### config.mk
export PLATFORM = sky130hd
export DESIGN_NAME = dcache_ctrl
export DESIGN_NICKNAME = d
export VERILOG_FILES = /design/src/rtl/dcache_ctrl_pkg.sv /design/src/rtl/dcache_array.sv /design/src/rtl/dcache_ctrl.sv
export SDC_FILE = /design/constraint.sdc
export NUM_CORES = 1
export LEC_CHECK = 0
export CAP_MARGIN = 20
export CELL_PAD_IN_SITES_DETAIL_PLACEMENT = 0
export CELL_PAD_IN_SITES_GLOBAL_PLACEMENT = 1
export CORE_ASPECT_RATIO = 0.7
export CORE_MARGIN = 3
export CORE_UTILIZATION = 36
export CTS_CLUSTER_DIAMETER = 40
export DETAILED_ROUTE_END_ITERATION = 10
export HOLD_SLACK_MARGIN = 0.03
export PLACE_DENSITY_LB_ADDON = 0.1
export SYNTH_ARGS = -nofsm -noshare
export SYNTH_HDL_FRONTEND = slang
export SYNTH_HIERARCHICAL = 1
export SYNTH_SLANG_ARGS = --single-unit
### constraint.sdc
create_clock -name clk -period 14.3 [get_ports clk]
set_input_delay 2.86 -clock clk [delete_from_list [all_inputs] [get_ports clk]]
set_output_delay 2.86 -clock clk [all_outputs]
set_load 0.01 [all_outputs]
### src/rtl/dcache_ctrl_pkg.sv
// Shared types and helpers for the direct-mapped write-through data cache.
package dcache_ctrl_pkg;

  localparam int unsigned ADDR_W = 32;
  localparam int unsigned DATA_W = 32;

  typedef enum logic [1:0] {
    S_IDLE   = 2'd0,
    S_MEM_RD = 2'd1,
    S_MEM_WR = 2'd2,
    S_RESP   = 2'd3
  } state_e;

  function automatic int unsigned clog2(input int unsigned n);
    int unsigned r;
    r = 0;
    while ((64'd1 << r) < 64'(n)) r++;
    return r;
  endfunction

endpackage

### src/rtl/dcache_array.sv
// Valid flops plus tag/data storage; combinational lookup, single write port.
module dcache_array
  import dcache_ctrl_pkg::*;
#(
  parameter int unsigned NUM_LINES = 16,
  parameter int unsigned IDX_W     = 4,
  parameter int unsigned TAG_W     = 28
) (
  input  logic              clk,
  input  logic              rst_n,
  input  logic [IDX_W-1:0]  idx,
  input  logic [TAG_W-1:0]  tag,
  output logic              hit_c,
  output logic [DATA_W-1:0] rdata_c,
  input  logic              we,
  input  logic [DATA_W-1:0] wdata,
  input  logic              set_valid
);

  logic [NUM_LINES-1:0] valid_q;
  logic [TAG_W-1:0]     tag_mem  [NUM_LINES];
  logic [DATA_W-1:0]    data_mem [NUM_LINES];

  assign hit_c   = valid_q[idx] && (tag_mem[idx] == tag);
  assign rdata_c = data_mem[idx];

  always_ff @(posedge clk or negedge rst_n) begin
    if (!rst_n) begin
      valid_q <= '0;
    end else if (we && set_valid) begin
      valid_q[idx] <= 1'b1;
    end
  end

  // Storage arrays carry no reset; valid_q gates their contents.
  always_ff @(posedge clk) begin
    if (we) begin
      data_mem[idx] <= wdata;
      if (set_valid) tag_mem[idx] <= tag;
    end
  end

endmodule

### src/rtl/dcache_ctrl.sv
// Direct-mapped, write-through, no-write-allocate data cache controller.
module dcache_ctrl
  import dcache_ctrl_pkg::*;
#(
  parameter int unsigned NUM_LINES = 16
) (
  input  logic              clk,
  input  logic              rst_n,
  input  logic              cpu_req,
  input  logic              cpu_we,
  input  logic [ADDR_W-1:0] cpu_addr,
  input  logic [DATA_W-1:0] cpu_wdata,
  output logic [DATA_W-1:0] cpu_rdata,
  output logic              cpu_ready,
  output logic              mem_valid,
  output logic              mem_rw,
  output logic [ADDR_W-1:0] mem_addr,
  output logic [DATA_W-1:0] mem_wr_data,
  input  logic [DATA_W-1:0] mem_rd_data,
  input  logic              mem_ready
);

  localparam int unsigned IDX_W = clog2(NUM_LINES);
  localparam int unsigned TAG_W = ADDR_W - IDX_W;

  state_e              state_q, state_d;
  logic [DATA_W-1:0]   fill_q;
  logic                line_hit_c, hit_c;
  logic [DATA_W-1:0]   line_data_c;
  logic                arr_we, arr_set_valid;
  logic [DATA_W-1:0]   arr_wdata;

  dcache_array #(
    .NUM_LINES (NUM_LINES),
    .IDX_W     (IDX_W),
    .TAG_W     (TAG_W)
  ) u_array (
    .clk       (clk),
    .rst_n     (rst_n),
    .idx       (cpu_addr[IDX_W-1:0]),
    .tag       (cpu_addr[ADDR_W-1:IDX_W]),
    .hit_c     (line_hit_c),
    .rdata_c   (line_data_c),
    .we        (arr_we),
    .wdata     (arr_wdata),
    .set_valid (arr_set_valid)
  );

  assign hit_c       = cpu_req && line_hit_c;
  assign mem_addr    = cpu_addr;
  assign mem_wr_data = cpu_wdata;

  // Next state and array write control; fills/updates ignore cpu_req so a dropped request still completes.
  always_comb begin
    state_d       = state_q;
    arr_we        = 1'b0;
    arr_set_valid = 1'b0;
    arr_wdata     = cpu_wdata;
    case (state_q)
      S_IDLE: begin
        if (cpu_req) begin
          if (cpu_we)      state_d = S_MEM_WR;
          else if (!hit_c) state_d = S_MEM_RD;
        end
      end
      S_MEM_RD: begin
        if (mem_ready) begin
          arr_we        = 1'b1;
          arr_set_valid = 1'b1;
          arr_wdata     = mem_rd_data;
          state_d       = S_RESP;
        end
      end
      S_MEM_WR: begin
        if (mem_ready) begin
          arr_we  = line_hit_c;
          state_d = S_RESP;
        end
      end
      S_RESP: state_d = S_IDLE;
    endcase
  end

  // mem_valid/mem_rw decode the next state so they are glitch-free flops.
  always_ff @(posedge clk or negedge rst_n) begin
    if (!rst_n) begin
      state_q   <= S_IDLE;
      mem_valid <= 1'b0;
      mem_rw    <= 1'b0;
      fill_q    <= '0;
    end else begin
      state_q   <= state_d;
      mem_valid <= (state_d == S_MEM_RD) || (state_d == S_MEM_WR);
      mem_rw    <= (state_d == S_MEM_WR);
      if ((state_q == S_MEM_RD) && mem_ready) fill_q <= mem_rd_data;
    end
  end

  assign cpu_ready = ((state_q == S_IDLE) && hit_c && !cpu_we) || (state_q == S_RESP);

  always_comb begin
    cpu_rdata = '0;
    if ((state_q == S_IDLE) && hit_c && !cpu_we) cpu_rdata = line_data_c;
    else if ((state_q == S_RESP) && !cpu_we)     cpu_rdata = fill_q;
  end

endmodule

After elaboration in Yosys (flattened, before gate mapping) --
Memories as Yosys holds them, arrays and structs flattened. Index checks and enable logic that the tools add are counted. Widths: inputs -> output; s select.
Operators by class: equal/unequal tests 6, muxes and demuxes 22, reductions and logical operators 13, shifts and indexed selects 0, bitwise gates (word level) 1, $lt $le $gt $ge 2, add/subtract/negate cells 0, multiply operators 0, divide/modulo/power cells 0
Operators by type and width (number):
- $mux 32 | 4
- $eq 28x28->1 | 1
- $or 16x16->16 | 1
- $mux 1 | 10
- $logic_and 1x1->1 | 8
- $mux 2 | 4
- $eq 2x2->1 const B | 3
- $pmux 2 s3 | 1
- $lt 4x5->1 const B | 1
- $bmux 1 s4 | 1
- $demux 1 s4 | 1
- $eq 2x1->1 const B | 2
- $ge 4x1->1 const B | 1
- $logic_not 2->1 | 1
- $logic_or 1x1->1 | 2
- $pmux 1 s2 | 1
- $reduce_or 2->1 | 1
- $logic_not 1->1 | 1
Storage, ports and cells: memory bits (read-only) 0, flip-flop bits (word level) 52, memories kept 2, bits of input ports 101, latch bits 0, logic and storage cells 51, memory bits (writable) 960
Memory list:
- u_array.data_mem | words 16, bits a word 32, rd ports 1, clocked after Yosys merged registers in 0, write ports 1, RTL line dcache_array.sv:22 | logic [DATA_W-1:0] data_mem [NUM_LINES];
- u_array.tag_mem | words 16, bits a word 28, rd ports 1, clocked after Yosys merged registers in 0, write ports 1, RTL line dcache_array.sv:21 | logic [TAG_W-1:0] tag_mem [NUM_LINES];

Logic depth before layout (Yosys ltp) --
Gate-level depths: netlist (run 1).
depth after elaboration 10, mapped depth 17, mapped depth without buffers 12

Hierarchy --
Netlist (run 1), hierarchy kept.
By module, submodules not included:
- dcache_array | area each 37709.9 um2, instances 1, cells an instance 1617, seq. area each 29228.0 um2
- dcache_ctrl | area each 2710.1 um2, instances 1, cells an instance 404, seq. area each 900.9 um2

Worst setup path after synthesis (run 1) --
OpenSTA, ideal clock, no wires.
path kind input port to output port, from input cpu_addr[1], to output cpu_rdata[10], path buffers 5, stages on the path 14, data required time 11.440 ns, slack 5.719 ns, data arrival time 5.721 ns, path through buf_2 buf_2 buf_2 mux4_2 a221oi_1 xor2_1 nand4_1 a2111o_1 nor4_2 and4b_1 buf_6 buf_6 nand2_1 o21ai_0
On the way: longest elaborated chain between the ends 7
Ends and longest elaborated chain:
- from (decl) | RTL line dcache_ctrl.sv:11 | input logic [ADDR_W-1:0] cpu_addr,
- $mem_v2 16x28 / $bmux 1 s4 (equally long branches)
- $eq 28x28->1 / $mux 1 (equally long branches) | RTL line dcache_array.sv:24 | assign hit_c = valid_q[idx] && (tag_mem[idx] == tag);
- $logic_and 1x1->1 (*) | RTL line dcache_array.sv:24
- named net line_hit_c | RTL line dcache_ctrl.sv:28 | logic line_hit_c, hit_c;
- $logic_and 1x1->1 (*) | RTL line dcache_ctrl.sv:49 | assign hit_c = cpu_req && line_hit_c;
- $logic_and 1x1->1 (*) (2 in a row) | RTL line dcache_ctrl.sv:103 | if ((state_q == S_IDLE) && hit_c && !cpu_we) cpu_rdata = line_data_c;
- $mux 32 (*) | RTL line dcache_ctrl.sv:103
- to (decl) | RTL line dcache_ctrl.sv:13 | output logic [DATA_W-1:0] cpu_rdata,
Mark *: on every way through the listed nets, which the timed path passes. The rest lies on a longest branch. The select of a mux whose other input is x is not followed.

Worst setup path after layout (run 1) --
from input cpu_addr[0], to output cpu_rdata[18]
The elaborated chain is that of the path after synthesis.

==> results.sh, run 1 <==
export IMPL_start_kind="primary input"
export IMPL_htree_num_levels=3
export IMPL_synthAdderAreaFrac_pct=0.186
export IMPL_switching_power_mw=1.63
export IMPL_drtAntennaViolNets=0
export IMPL_antennaDiodeCount=0
export IMPL_synth_xor_area_share_pct=0.455
export IMPL_die_w_um=406
export IMPL_ios=200
export IMPL_dr_first_iter_drc_count=1599
export IMPL_maxSlewHeadroom_pct=35.7
export IMPL_synth_simple_gate_area_share_pct=3.75
export IMPL_timing_fmax_mhz=88.8
export IMPL_criticalPathCategory="primary input to output port"
export IMPL_syn2layout_area_growth_pct=18.5
export IMPL_hold_viol_final=0
export IMPL_ir_worst_vdd_v=0.000105
export IMPL_tightest_slew_ns=0.965
export IMPL_routed_wl_um=106000
export IMPL_synth_edf_count=960
export IMPL_cts_tree="yes"
export IMPL_hpwl_um=59200
export IMPL_firstDrtPassIters=5
export IMPL_setup_tns_ns=0
export IMPL_drv_cap=0
export IMPL_num_vias=20200
export IMPL_track_usage_pct=18.4
export IMPL_rows=102
export IMPL_clk_pin_slew_ns=0.05
export IMPL_max_clock_path_buffers=3
export IMPL_start_util_pct=36.4
export IMPL_ys_seq_elements=1012
export IMPL_power_frac_comb_pct=8.5
export IMPL_synthArstFlopShare_pct=5.14
export IMPL_p_int_mw=5.43
export IMPL_clockRootBuffer="clkbuf_16"
export IMPL_hold_buffers=0
export IMPL_cp_data_arrival_time_ns=8.40
export IMPL_fin_worst_skew_ns=0.0250
export IMPL_drive_above_1_share_pct=25.3
export IMPL_final_nets=2347
export IMPL_fin_crit_ns=11.26
export IMPL_grt_overflow_total=0
export IMPL_yosysWarnings=6
export IMPL_power_leakage_nw=15.6
export IMPL_crit_required_ns=11.44
export IMPL_clockPowerShare_pct=43.0
export IMPL_synthFlopType="edfxtp_1"
export IMPL_core_area_mm2=0.111
export IMPL_grt_max_degree=126
export IMPL_syn_instance_count=2021
export IMPL_drt_wirelength_per_cell_um=28.0
export IMPL_drc_errors=0
export IMPL_finalSetupViolations=0
export IMPL_hold_path_class="flip-flop to flip-flop"
export IMPL_synth_compound_area_share_pct=2.07
export IMPL_syn_nets=2128
export IMPL_rsz0062_at_grt="false"
export IMPL_synth_top_family_by_area="multiplexers"
export IMPL_syn_area_mm2=0.0404
export IMPL_cts_sinks=1012
export IMPL_cts_resized=0
export IMPL_power_density_mw_per_mm2=147
export IMPL_cts_setup_buffers=0
export IMPL_dieArea_mm2=0.116
export IMPL_drt_vias_per_instance=5.32
export IMPL_routabilityCongestion=0.742
export IMPL_period_share_pct=78.8
export IMPL_seq_area_frac_synth_pct=74.5
export IMPL_grt_pass1_vias=21000
export IMPL_dp_cells=3576
export IMPL_status="complete, no violations"
export IMPL_antenna_found_initial=1
export IMPL_worstSetupEndpointType="output port"
export IMPL_cp_max_fo=84
export IMPL_clk_latency_ns=0.71
export IMPL_die_h_um=286
export IMPL_cts_buffers=118
export IMPL_ys_types=62
export IMPL_fin_cells=3794
export IMPL_grt_pass1_wl_um=153000
export IMPL_synth_avg_cell_area_um2=20.0
export IMPL_seqPwrFrac_pct=48.5
export IMPL_synthMuxAreaShare_pct=16.2
export IMPL_io_buffers=199
export IMPL_finalMaxSlewViolations=0
export IMPL_p_sw_share_pct=23.0
critical path: stages:
cell	delay [ns]
buf_8	0.54
buf_12	0.57
buf_4	0.76
mux4_2	0.59
mux2i_1	0.16
nand2_1	0.09
o21ai_0	0.14
xor2_1	0.20
nand4_1	0.28
nor4_2	0.49
and4b_2	0.46
buf_12	0.27
nand2_1	0.08
o21ai_1	0.10
clkdlybuf4s50_1	0.56
metal layers:
metal	global-route usage, %	vias to the layer above	part of all wire [%]	routed length [µm]
li1	-	8566	-	-
met1	27.5	11000	47	49700
met2	27.8	515	46	48500
met3	3.46	138	5.6	5950
met4	4.70	0	2.1	2250
met5	0	-	0	0
worst paths after layout:
check | slack (ns) | cells after the start | from | to
setup / recovery | 3.04 | 15 | cpu_addr[0] | cpu_rdata[18]
hold / removal | 0.46 | 1 | u_array/valid_q[6] | u_array/valid_q[6]
setup reg to reg | 8.24 | 10 | u_array/tag_mem[11][22] | u_array/tag_mem[9][16]
hold reg to reg | 0.46 | 1 | u_array/valid_q[6] | u_array/valid_q[6]
max in group asynchronous | 11.38 | 2 | rst_n | u_array/valid_q[9]
min in group asynchronous | 2.32 | 2 | rst_n | fill_q[14]
area by class of cell:
type | instances | area [µm²]
Fill cell | 9650 | 63100
Sequential cell | 1012 | 30100
Multi-Input combinational cell | 828 | 9420
Clock buffer | 133 | 3030
Timing Repair Buffer | 260 | 2480
Tap cell | 1456 | 1820
Clock inverter | 85 | 938
Inverter | 20 | 77.6
synth_stat cells, types with 2 or more instances:
cell | n | area (µm²)
ha_1 | 6 | 75.1
a22o_1 | 5 | 43.8
nor2_1 | 44 | 165
buf_6 | 11 | 124
a221oi_1 | 5 | 43.8
nand3_1 | 10 | 50.1
mux2_2 | 16 | 180
or2_2 | 18 | 113
nor3_1 | 4 | 20.0
o21ai_1 | 21 | 105
o221ai_1 | 7 | 61.3
mux4_2 | 267 | 6010
o211ai_1 | 4 | 30.0
a2111oi_0 | 2 | 17.5
buf_2 | 41 | 205
a31oi_1 | 3 | 18.8
a2bb2oi_1 | 4 | 35.0
xor2_1 | 9 | 78.8
xnor2_1 | 12 | 105
nand3b_1 | 2 | 15.0
buf_12 | 2 | 40.0
edfxtp_1 | 960 | 28800
inv_1 | 18 | 67.6
buf_1 | 8 | 30.0
dfrtp_1 | 52 | 1300
buf_4 | 70 | 526
clkbuf_1 | 28 | 105
nor2b_1 | 7 | 43.8
a32oi_1 | 2 | 17.5
o22a_1 | 2 | 17.5
nand2b_1 | 11 | 68.8
a21oi_1 | 7 | 35.0
and2_1 | 4 | 25.0
nand4_1 | 5 | 31.3
o21a_1 | 4 | 30.0
a22oi_1 | 10 | 75.1
nand2_1 | 251 | 942
mux2i_1 | 34 | 340
o32ai_1 | 2 | 17.5
o21ai_0 | 22 | 110
o22ai_1 | 7 | 43.8
a211oi_1 | 4 | 30.0
cells in the final DEF (no fill, tap or decap), types with 16 or more instances in the layout:
cell type | synthesis | layout
dfrtp_1 | 52 | 52
nand2_1 | 251 | 250
clkinv_1 | 1 | 20
bufinv_16 | 0 | 16
mux2_2 | 16 | 16
clkbuf_16 | 0 | 119
clkinv_2 | 0 | 18
clkdlybuf4s50_1 | 0 | 194
o21ai_0 | 22 | 22
inv_1 | 18 | 18
buf_4 | 70 | 59
mux4_2 | 267 | 267
or2_2 | 18 | 18
mux2i_1 | 34 | 34
edfxtp_1 | 960 | 960
o21ai_1 | 21 | 21
nor2_4 | 0 | 32
power groups by stage:
stage | Clock [mW] | Sequential [mW] | Combinational [mW]
2_1_floorplan | 0 | 3.48 | 0.351
4_1_cts | 3.11 | 3.43 | 0.616
5_1_grt | 3.23 | 3.44 | 0.661
3_5_place_dp | 0 | 3.49 | 0.615
6_report | 3.04 | 3.43 | 0.598
3_3_place_gp | 0 | 3.49 | 0.599
registers in the layout (all words and copies together), names as in the netlist:
name,flops
u_array/tag_mem,448
u_array/valid_q,16
fill_q,32
state_q,2
mem_valid,1
mem_rw,1
u_array/data_mem,512
per-stage QoR:
step	area (µm²)	total power, mW	setup WS, ns	hold slack [ns]	util, %
after floorplan	40400	3.83	5.72	0.434	-
after global placement	43900	4.09	2.38	0.445	39.5
after detailed placement	43900	4.10	2.89	0.449	39.6
after global routing	47900	7.33	2.45	0.479	43.1
final	47900	7.06	3.04	0.464	43.1
after CTS	47900	7.16	2.86	0.463	43.1
kinds of logic (layout without fill, tap and decap cells):
logic type / count (synthesis) / count (layout)
AOI/OAI and AO/OA: 122 / 122
and+or+nand+nor: 361 / 361
adders and majority gates: 6 / 6
DFF: 1012 / 1012
muxes: 318 / 318
xor gates and xnor gates: 21 / 21
buffers and inverters: 181 / 498
(Power assumes the default switching activity.)
==> run 2, diff against run 1 <==
==> constraint.sdc (replaced) <==
create_clock -name clk -period 9.7 [get_ports clk]
set_input_delay 1.94 -clock clk [delete_from_list [all_inputs] [get_ports clk]]
set_output_delay 1.94 -clock clk [all_outputs]
set_load 0.01 [all_outputs]
==> results.sh, run 2 (same netlist as run 1, synthesis figures left out) <==
export IMPL_status="complete, no violations"
export IMPL_timing_fmax_mhz=116
export IMPL_regMostFlops="u_array/data_mem"
export IMPL_final_common_cell="edfxtp_1"
export IMPL_clockRootBuffer="clkbuf_16"
export IMPL_cp_startpoint="cpu_addr[0]"
export IMPL_largest_register_ff_count=512
export IMPL_ir_worst_vdd_v=0.000148
export IMPL_power_density_mw_per_mm2=216
export IMPL_grt_pass1_vias=21100
export IMPL_drt_wirelength_per_cell_um=28.3
export IMPL_ios=200
export IMPL_slowest_stage="mux4_2"
export IMPL_core_area_mm2=0.111
export IMPL_power_frac_comb_pct=8.5
export IMPL_rrSetupSlack_ns=3.75
export IMPL_cts_buffers=119
export IMPL_die_w_um=406
export IMPL_io_buffers=199
export IMPL_layout_setup_ws_ns=1.05
export IMPL_drive_above_1_share_pct=26.3
export IMPL_seqPwrFrac_pct=48.5
export IMPL_cts_tree="yes"
export IMPL_cts_sinks=1012
export IMPL_r2r_end="u_array/tag_mem[3][6]"
export IMPL_hold_path_class="flip-flop to flip-flop"
export IMPL_syn2layout_area_growth_pct=19.2
export IMPL_clk_latency_ns=0.71
export IMPL_design_area_mm2=0.0482
export IMPL_firstDrtPassIters=5
export IMPL_track_usage_pct=18.8
export IMPL_rsz0062_at_grt="false"
export IMPL_drt_vias_per_instance=5.32
export IMPL_switching_power_mw=2.43
export IMPL_hpwl_um=63700
export IMPL_cpPeakStageDelay_ns=0.57
export IMPL_drtAntennaViolNets=0
export IMPL_grt_overflow_total=0
export IMPL_cp_data_arrival_time_ns=6.71
export IMPL_cts_setup_buffers=0
export IMPL_num_vias=20300
export IMPL_htree_num_levels=3
export IMPL_setup_tns_ns=0
export IMPL_maxSlewHeadroom_pct=33.5
export IMPL_dieArea_mm2=0.116
export IMPL_hold_viol_final=0
export IMPL_antenna_found_initial=4
export IMPL_crit_required_ns=7.76
export IMPL_hold_ws_ns=0.465
export IMPL_dpl_cell_area_mm2=0.0441
export IMPL_p_sw_share_pct=23.3
export IMPL_crit_path_end="cpu_rdata[24]"
export IMPL_worstSetupEndpointType="output port"
export IMPL_grt_pass1_wl_um=156000
export IMPL_routed_wl_um=108000
export IMPL_cp_cell_sequence="buf_8, buf_12, buf_4, mux4_2, a22oi_1, a31oi_1, a31oi_1, nand4_1, a2111o_1, nor4_2, and4b_2, buf_12, nand2_1, o21ai_1, clkdlybuf4s50_1"
export IMPL_rows=102
export IMPL_grt_max_degree=89
export IMPL_start_util_pct=36.4
export IMPL_hold_buffers=0
export IMPL_tightest_slew_ns=0.995
export IMPL_dr_first_iter_drc_count=1675
export IMPL_final_nets=2371
export IMPL_finish_utilization_pct=43.4
export IMPL_finalMaxSlewViolations=0
export IMPL_drc_errors=0
export IMPL_power_leakage_nw=15.8
export IMPL_cp_max_fo=65
export IMPL_p_int_mw=7.99
export IMPL_mostFrequentLayoutCells="960 x edfxtp_1, 267 x mux4_2, 250 x nand2_1"
export IMPL_routabilityCongestion=0.763
export IMPL_fin_worst_skew_ns=0.0276
export IMPL_period_share_pct=89.2
export IMPL_reg_top3="u_array/data_mem x512, u_array/tag_mem x448, fill_q x32"
export IMPL_max_clock_path_buffers=3
export IMPL_num_fill_cells=9584
export IMPL_criticalPathCategory="primary input to output port"
export IMPL_start_kind="primary input"
export IMPL_dp_slack_ns=0.961
export IMPL_dp_cells=3598
export IMPL_fin_cells=3823
export IMPL_rr_worst_depth=12
export IMPL_drv_cap=0
export IMPL_finalSetupViolations=0
export IMPL_power_mw=10.4
export IMPL_cts_resized=0
export IMPL_fin_crit_ns=8.65
export IMPL_r2r_start="u_array/tag_mem[3][10]"
export IMPL_clockPowerShare_pct=43.0
export IMPL_die_h_um=286
export IMPL_clk_pin_slew_ns=0.06
-- run 2: cell count changes in the layout (fill, tap and decap cells not counted), moves of 4 or more --
cell,before,now
clkbuf_8,0,6
clkinvlp_4,11,4
bufinv_16,16,11
buf_12,3,7
buf_4,59,77
clkbuf_1,14,19
clkinv_4,6,13
inv_6,9,16
clkinv_1,20,11
-- run 2: power groups by stage --
| stage | combinational, mW | clock [mW] | sequential (mW) |
|---|---|---|---|
| after CTS | 0.905 | 4.59 | 5.06 |
| after detailed placement | 0.904 | 0 | 5.15 |
| final | 0.882 | 4.48 | 5.06 |
| after floorplan | 0.518 | 0 | 5.13 |
| after global routing | 0.977 | 4.79 | 5.07 |
| after global placement | 0.884 | 0 | 5.14 |
-- run 2: routing by layer --
| layer | routed length (µm) | vias to the layer above | track usage, % | part of all wire, % |
|---|---|---|---|---|
| li1 | - | 8637 | - | - |
| met1 | 52700 | 11100 | 29.3 | 49 |
| met2 | 49200 | 494 | 28.0 | 45 |
| met3 | 4950 | 110 | 3.31 | 4.6 |
| met4 | 1560 | 0 | 3.49 | 1.4 |
| met5 | 0 | - | 0 | 0 |
-- run 2: how the worst min path moves through the flow --
stage | from | end | cells past startpoint
3_5_place_dp | u_array/valid_q[14] | u_array/valid_q[14] | 1
5_1_grt | u_array/valid_q[0] | u_array/valid_q[0] | 1
3_3_place_gp | u_array/valid_q[9] | u_array/valid_q[9] | 1
6_report | u_array/valid_q[14] | u_array/valid_q[14] | 1
2_1_floorplan | u_array/valid_q[10] | u_array/valid_q[10] | 1
4_1_cts | u_array/valid_q[14] | u_array/valid_q[14] | 1
-- run 2: area by class of cell --
type	instances	area, µm²	share of cell area [%]
flip-flops and latches	1012	30100	62.5
multi-input cells	828	9420	19.5
clock buffers	146	3180	6.60
repair buffers	283	2730	5.66
well taps	1456	1820	3.78
clock inverters	77	836	1.73
inverters	20	77.6	0.161
diodes	1	2.50	0.00519
-- run 2: critical path, delay by kind of cell --
kind | cells | cell delay (ns)
buf+inv | 5 | 1.84
compound gates | 5 | 1.12
simple gates | 4 | 1.08
mux | 1 | 0.57
==> RTL change 1, RTL diff (settings of run 1) <==
Reset style: synchronous (`rst_n`), changed in 2 clocked blocks.
--- a/src/rtl/dcache_array.sv
+++ b/src/rtl/dcache_array.sv
@@ -24,7 +24,7 @@
   assign hit_c   = valid_q[idx] && (tag_mem[idx] == tag);
   assign rdata_c = data_mem[idx];
 
-  always_ff @(posedge clk or negedge rst_n) begin
+  always_ff @(posedge clk) begin
     if (!rst_n) begin
       valid_q <= '0;
     end else if (we && set_valid) begin
--- a/src/rtl/dcache_ctrl.sv
+++ b/src/rtl/dcache_ctrl.sv
@@ -82,7 +82,7 @@
   end
 
   // mem_valid/mem_rw decode the next state so they are glitch-free flops.
-  always_ff @(posedge clk or negedge rst_n) begin
+  always_ff @(posedge clk) begin
     if (!rst_n) begin
       state_q   <= S_IDLE;
       mem_valid <= 1'b0;
Formal check against the unedited RTL: differs if rst_n is asserted again (counterexample within 4 cycles, from zero or initial values and one cycle with rst_n low); with rst_n held inactive, the same outputs for 4 cycles.
==> RTL change 1 against run 1 <==
- non-clock buffer count unchanged
- sequential cell count unchanged
- sequential power down 4%
- setup slack worse by 0.58 ns
- wire length up 1.1%
- first-iteration DRC count up 7.4%
- global-route usage up 0.37 points
- synthesized area down 0.44%
- utilization up 0.99 points
- final area up 1.1%
- power up 0.50%
- critical path depth down 2
==> RTL change 1: results (changes against run 1) <==
{
  "drt-total-wl": {"value": 108, "unit": "mm", "change": "+1.1%"},
  "crit_arrival": {"value": 8.98, "unit": "ns", "change": "+0.58 ns"},
  "antenna_violations_before_repair": {"value": 2, "change": "+1"},
  "power.ir.vdd_worst": {"value": 109, "unit": "µV", "change": "+3.5%"},
  "finalNetCount": {"value": 2349, "change": "+0.085%"},
  "via_count_of_the_first_global_routing_pass": {"value": 21100, "change": "+0.53%"},
  "crit_path_max_fanout": {"value": 90, "change": "+7.1%"},
  "cts_buffers": {"value": 133, "change": "+13%"},
  "synth_top_cells_by_count": "960 x edfxtp_1, 270 x mux4_2, 217 x nand2_1",
  "dr_wl_met2": {"value": 50.1, "unit": "mm", "change": "+3.3%"},
  "drtIter0Drc": {"value": 1717, "change": "+7.4%"},
  "fill_cells": {"value": 9369, "change": "-2.9%"},
  "final_layout_size_suffix_gt1_share": {"value": 26.7, "unit": "%", "change": "+1.4 points"},
  "grt_start_max_net_pins": {"value": 125, "change": "-0.79%"},
  "routedLengthMet1": {"value": 49.6, "unit": "mm", "change": "about the same"},
  "edff_count_synth": {"value": 960, "change": "unchanged"},
  "placed_area": {"value": 43700, "unit": "µm²", "change": "-0.43%"},
  "synthDistinctLibCells": {"value": 56, "change": "-9.7%"},
  "gpl.final_weighted_congestion": {"value": 0.764, "change": "+3.0%"},
  "routed-via-count": {"value": 20400, "change": "+1.0%"},
  "groute.usage.overall": {"value": 18.8, "unit": "%", "change": "+0.37 points"},
  "slowest_stage": "and4b_4",
  "clkLatencyLatePin": {"value": 0.73, "unit": "ns", "change": "+0.02 ns"},
  "ys_seq_area_share": {"value": 74.2, "unit": "%", "change": "-0.32 points"},
  "leakagePower": {"value": 15.4, "unit": "nW", "change": "-1.0%"},
  "dr_wl_met3": {"value": 5.89, "unit": "mm", "change": "-1.0%"},
  "synth.net_count": {"value": 2118, "change": "-0.47%"},
  "clkSlewWorstSetupHoldPaths": {"value": 0.05, "unit": "ns", "change": "about the same"},
  "port_buffers": {"value": 199, "change": "unchanged"},
  "cp_top_family": "compound AO/OA/AOI/OAI gates",
  "async_flop_share": {"value": 0, "unit": "%", "change": "-5.1 points"},
  "worst_hold_path_type": "reg2reg",
  "post_synth_main_area_contributors": "edfxtp_1 72%, mux4_2 15%, dfxtp_1 2.6%",
  "clock_path_buffers": {"value": 3, "change": "unchanged"},
  "place.detailed.hpwl": {"value": 60.1, "unit": "mm", "change": "+1.6%"},
  "first_pass_grt_wire_length": {"value": 154, "unit": "mm", "change": "+0.95%"},
  "relSlewSlack": {"value": 25.5, "unit": "%", "change": "-10 points"},
  "skew": {"value": 0.0364, "unit": "ns", "change": "+0.0114 ns"},
  "status": "finished clean",
  "post-place-ws": {"value": 2.41, "unit": "ns", "change": "-0.488 ns"},
  "timing.critical_path.slowest_cell_delay": {"value": 0.96, "unit": "ns", "change": "+0.20 ns"}
}
==> RTL change 1: cell count changes after synthesis, sizes merged, moves of 3 or more <==
cell     delta
a211oi      -3
a21oi      +30
nand2b      -9
or2        -16
o221ai      -5
o22ai       +5
a2bb2oi     -4
inv         -3
dfxtp      +52
dfrtp      -52
nand2      -32
o21ai       +6
mux2i       +9
o21a       +12
==> RTL change 1: cell families after synthesis <==
| family | share of synthesized area [%] |
|---|---|
| buf+inv | 2.72 |
| compound gates | 2.73 |
| fa+ha+maj | 0.187 |
| flops | 74.2 |
| simple gates | 3.03 |
| xor+xnor | 0.457 |
| mux | 16.7 |
==> RTL change 1: metal layers <==
layer	up-vias	global-route usage [%]
met1	11100	27.6
met4	0	5.17
li1	8617	-
met2	589	28.6
met5	-	0
met3	130	3.73
==> RTL change 1: worst register-to-register path, cell delays in order, from the launching register on <==
cell and delay, ns:
edfxtp_1 0.40, mux4_2 0.48, nand2_1 0.20, o21ai_0 0.34
o32a_1 0.50, o22ai_1 0.46, o211ai_1 0.20, a2111oi_2 0.63
a21oi_1 0.13, nor2_1 0.25, nand3_1 0.68, nor2_4 0.78
buf_4 0.49
==> RTL change 1: power by group <==
| part | internal, W | switching (W) |
|---|---|---|
| Sequential | 0.00327 | 0.00000460 |
| Combinational | 0.000150 | 0.000218 |
| Clock | 0.00217 | 0.00128 |
| Total | 0.00560 | 0.00150 |
==> RTL change 1: path summary, 6_finish.rpt <==
| check | start | end | slack [ns] | cells past startpoint |
|---|---|---|---|---|
| max reg2reg | u_array/tag_mem[5][19] | u_array/tag_mem[3][21] | 8.38 | 12 |
| max | cpu_addr[0] | cpu_rdata[7] | 2.46 | 13 |
| min | fill_q[1] | fill_q[1] | 0.45 | 2 |
| min reg2reg | fill_q[1] | fill_q[1] | 0.45 | 2 |
==> RTL change 1: stage by stage <==
stage | util, % | instances
detailed placement | 39.9 | 3548
global route | 44.1 | 3789
global placement | 39.9 | 3548
finish | 44.1 | 3789
CTS | 44.1 | 3788
floorplan | - | 2011
==> RTL change 1: layout make-up <==
class / instances / area, µm² / share of cell area, %
Clock inverter: 81 / 1080 / 2.23
Sequential cell: 1012 / 29900 / 61.7
Inverter: 18 / 70.1 / 0.145
Clock buffer: 159 / 3560 / 7.36
Multi-Input combinational cell: 817 / 9530 / 19.7
Tap cell: 1442 / 1800 / 3.73
Timing Repair Buffer: 260 / 2500 / 5.16
==> RTL change 2, RTL diff (flow settings as in run 1) <==
Made on the original files. `NUM_LINES` is set to 16 in 2 places; all go to 32.
--- a/src/rtl/dcache_array.sv
+++ b/src/rtl/dcache_array.sv
@@ -2,7 +2,7 @@
 module dcache_array
   import dcache_ctrl_pkg::*;
 #(
-  parameter int unsigned NUM_LINES = 16,
+  parameter int unsigned NUM_LINES = 32,
   parameter int unsigned IDX_W     = 4,
   parameter int unsigned TAG_W     = 28
 ) (
--- a/src/rtl/dcache_ctrl.sv
+++ b/src/rtl/dcache_ctrl.sv
@@ -2,7 +2,7 @@
 module dcache_ctrl
   import dcache_ctrl_pkg::*;
 #(
-  parameter int unsigned NUM_LINES = 16
+  parameter int unsigned NUM_LINES = 32
 ) (
   input  logic              clk,
   input  logic              rst_n,
Function: not settled (the Yosys comparison gave no result); the edit may change what the design does.
==> RTL change 2 against run 1 <==
- largest cell class unchanged
- largest power group unchanged
- via count up 99%
- maximum frequency down 8.0%
- sequential power up 91%
- synthesized cell count up 91%
- highest routed layer unchanged
- synthesized area up 88%
- sequential cell count up 944
- die area up 86%
- wire length up 130%
- final area up 88%
- utilization down 0.068 points
- setup slack worse by 0.97 ns
- power up 90%
==> RTL change 2: results (changes against run 1) <==
{
  "clkLatencyLatePin": {"value": 0.87, "unit": "ns", "change": "+0.16 ns"},
  "dp.cells": {"value": 6720, "change": "+88%"},
  "async_flop_share": {"value": 3.48, "unit": "%", "change": "-1.7 points"},
  "leakagePower": {"value": 29.9, "unit": "nW", "change": "+92%"},
  "first_pass_grt_wire_length": {"value": 331, "unit": "mm", "change": "+120%"},
  "port_buffers": {"value": 199, "change": "unchanged"},
  "clock_path_buffers": {"value": 4, "change": "+1"},
  "syn_area_per_cell": {"value": 19.7, "unit": "µm²", "change": "-1.7%"},
  "cts_buffers": {"value": 233, "change": "+97%"},
  "min-delay-start": "u_array/valid_q[10]",
  "gpl.final_weighted_congestion": {"value": 0.854, "change": "+15%"},
  "post_cts_resize_count": {"value": 0, "change": "unchanged"},
  "final_layout_size_suffix_gt1_share": {"value": 21.8, "unit": "%", "change": "-3.5 points"},
  "number_of_h_tree_levels": {"value": 4, "change": "+1"},
  "finalNetCount": {"value": 4313, "change": "+84%"},
  "synthDistinctLibCells": {"value": 53, "change": "-15%"},
  "placed_area": {"value": 81800, "unit": "µm²", "change": "+86%"},
  "clkSlewWorstSetupHoldPaths_ns": 0.06,
  "clk_root_buffer_cell": "clkbuf_16",
  "setup.worst_path.start": "cpu_addr[3]",
  "relSlewSlack": {"value": 19.5, "unit": "%", "change": "-16 points"},
  "cts_setup_buffers": {"value": 0, "change": "unchanged"},
  "groute.usage.overall": {"value": 22.0, "unit": "%", "change": "+3.6 points"},
  "via_count_of_the_first_global_routing_pass": {"value": 38900, "change": "+85%"},
  "ys_seq_area_share": {"value": 76.9, "unit": "%", "change": "+2.4 points"},
  "swShare": {"value": 22.9, "unit": "%", "change": "-0.18 points"},
  "drt-total-wl": {"value": 242, "unit": "mm", "change": "+130%"},
  "route.detailed.vias_per_inst": {"value": 5.60, "change": "+5.3%"},
  "place.detailed.hpwl": {"value": 137, "unit": "mm", "change": "+130%"},
  "power.ir.vdd_worst": {"value": 107, "unit": "µV", "change": "+1.2%"},
  "crit_arrival": {"value": 9.38, "unit": "ns", "change": "+0.98 ns"},
  "routed-via-count": {"value": 40100, "change": "+99%"},
  "crit_path_max_fanout": {"value": 65, "change": "-23%"},
  "status": "finished clean",
  "post_synth_main_area_contributors": "edfxtp_1 75%, mux4_2 8.2%, mux2i_1 6.2%",
  "antenna_violations_before_repair": {"value": 10, "change": "+9"},
  "largestRegisters": "u_array/data_mem: 1024 flops, u_array/tag_mem: 864 flops",
  "synth.net_count": {"value": 3967, "change": "+86%"},
  "synth_top_cells_by_count": "1888 x edfxtp_1, 467 x mux2i_1, 276 x mux4_2",
  "grt_start_max_net_pins": {"value": 135, "change": "+7.1%"},
  "worst_hold_path_type": "reg2reg",
  "regToRegStartpoint": "u_array/tag_mem[19][4]",
  "drt_pass1_iterations": {"value": 5, "change": "unchanged"},
  "edff_count_synth": {"value": 1888, "change": "+97%"},
  "drtIter0Drc": {"value": 4845, "change": "+200%"},
  "synth_warnings": {"value": 6, "change": "unchanged"},
  "skew": {"value": 0.0604, "unit": "ns", "change": "+0.0353 ns"}
}
==> RTL change 2: logic make-up after synthesis <==
logic type / synth area share [%]
AOI/OAI and AO/OA: 3.29
and+or+nand+nor: 3.16
DFF: 76.9
xor gates and xnor gates: 0.0346
muxes: 14.3
buffers and inverters: 2.12
adders and majority gates: 0.0989
==> RTL change 2: path summary, 6_finish.rpt <==
kind,slack [ns],end,cells past startpoint
min in group asynchronous,1.83,fill_q[21],1
max,2.06,cpu_rdata[3],14
min,0.46,u_array/valid_q[10],1
max reg2reg,6.76,u_array/tag_mem[18][2],14
min reg2reg,0.46,u_array/valid_q[10],1
max in group asynchronous,11.53,u_array/valid_q[31],3
==> RTL change 2: final cells by class <==
class | instances | area [µm²]
fill | 18200 | 119000
sequential | 1956 | 58400
multi-input combinational | 1622 | 16400
clock buffer | 265 | 5950
timing repair buffer | 383 | 3940
tap | 2769 | 3460
clock inverter | 153 | 1680
inverter | 10 | 40.0
antenna | 4 | 10.0
==> RTL change 2: per-layer routing <==
layer	vias to the layer above	wire length [µm]	GRT usage, %
met3	269	16200	3.83
met4	0	4080	4.04
met2	1525	105000	32.0
met5	-	0	0.133
li1	16500	-	-
met1	21800	116000	34.7
==> RTL change 2: metrics by stage <==
step	setup slack, ns	utilization, %	hold WS (ns)
3_3_place_gp	2.17	39.1	0.447
5_1_grt	1.78	43.1	0.480
3_5_place_dp	2.04	39.2	0.447
6_report	2.06	43.1	0.464
4_1_cts	2.02	42.8	0.461
2_1_floorplan	5.74	-	0.434
==> RTL change 2: worst max-delay path, stage by stage <==
cell             delay (ns)
clkdlybuf4s50_1        0.70
buf_4                  0.34
or4bb_2                1.00
buf_4                  0.36
o22ai_1                0.26
nor4_1                 0.11
and4_1                 0.23
nor4_1                 0.39
nand4_1                0.43
nor4_2                 0.84
and4b_4                0.93
nand2_1                0.12
o21ai_0                0.12
clkdlybuf4s50_1        0.58
==> RTL change 2: power by group through the flow <==
| stage | Combinational (W) | Sequential [W] | Clock (W) |
|---|---|---|---|
| after global routing | 0.00104 | 0.00655 | 0.00629 |
| final | 0.000964 | 0.00655 | 0.00591 |
| after floorplan | 0.000503 | 0.00666 | 0 |
| after global placement | 0.000903 | 0.00668 | 0 |
| after CTS | 0.000910 | 0.00656 | 0.00604 |
| after detailed placement | 0.000909 | 0.00668 | 0 |
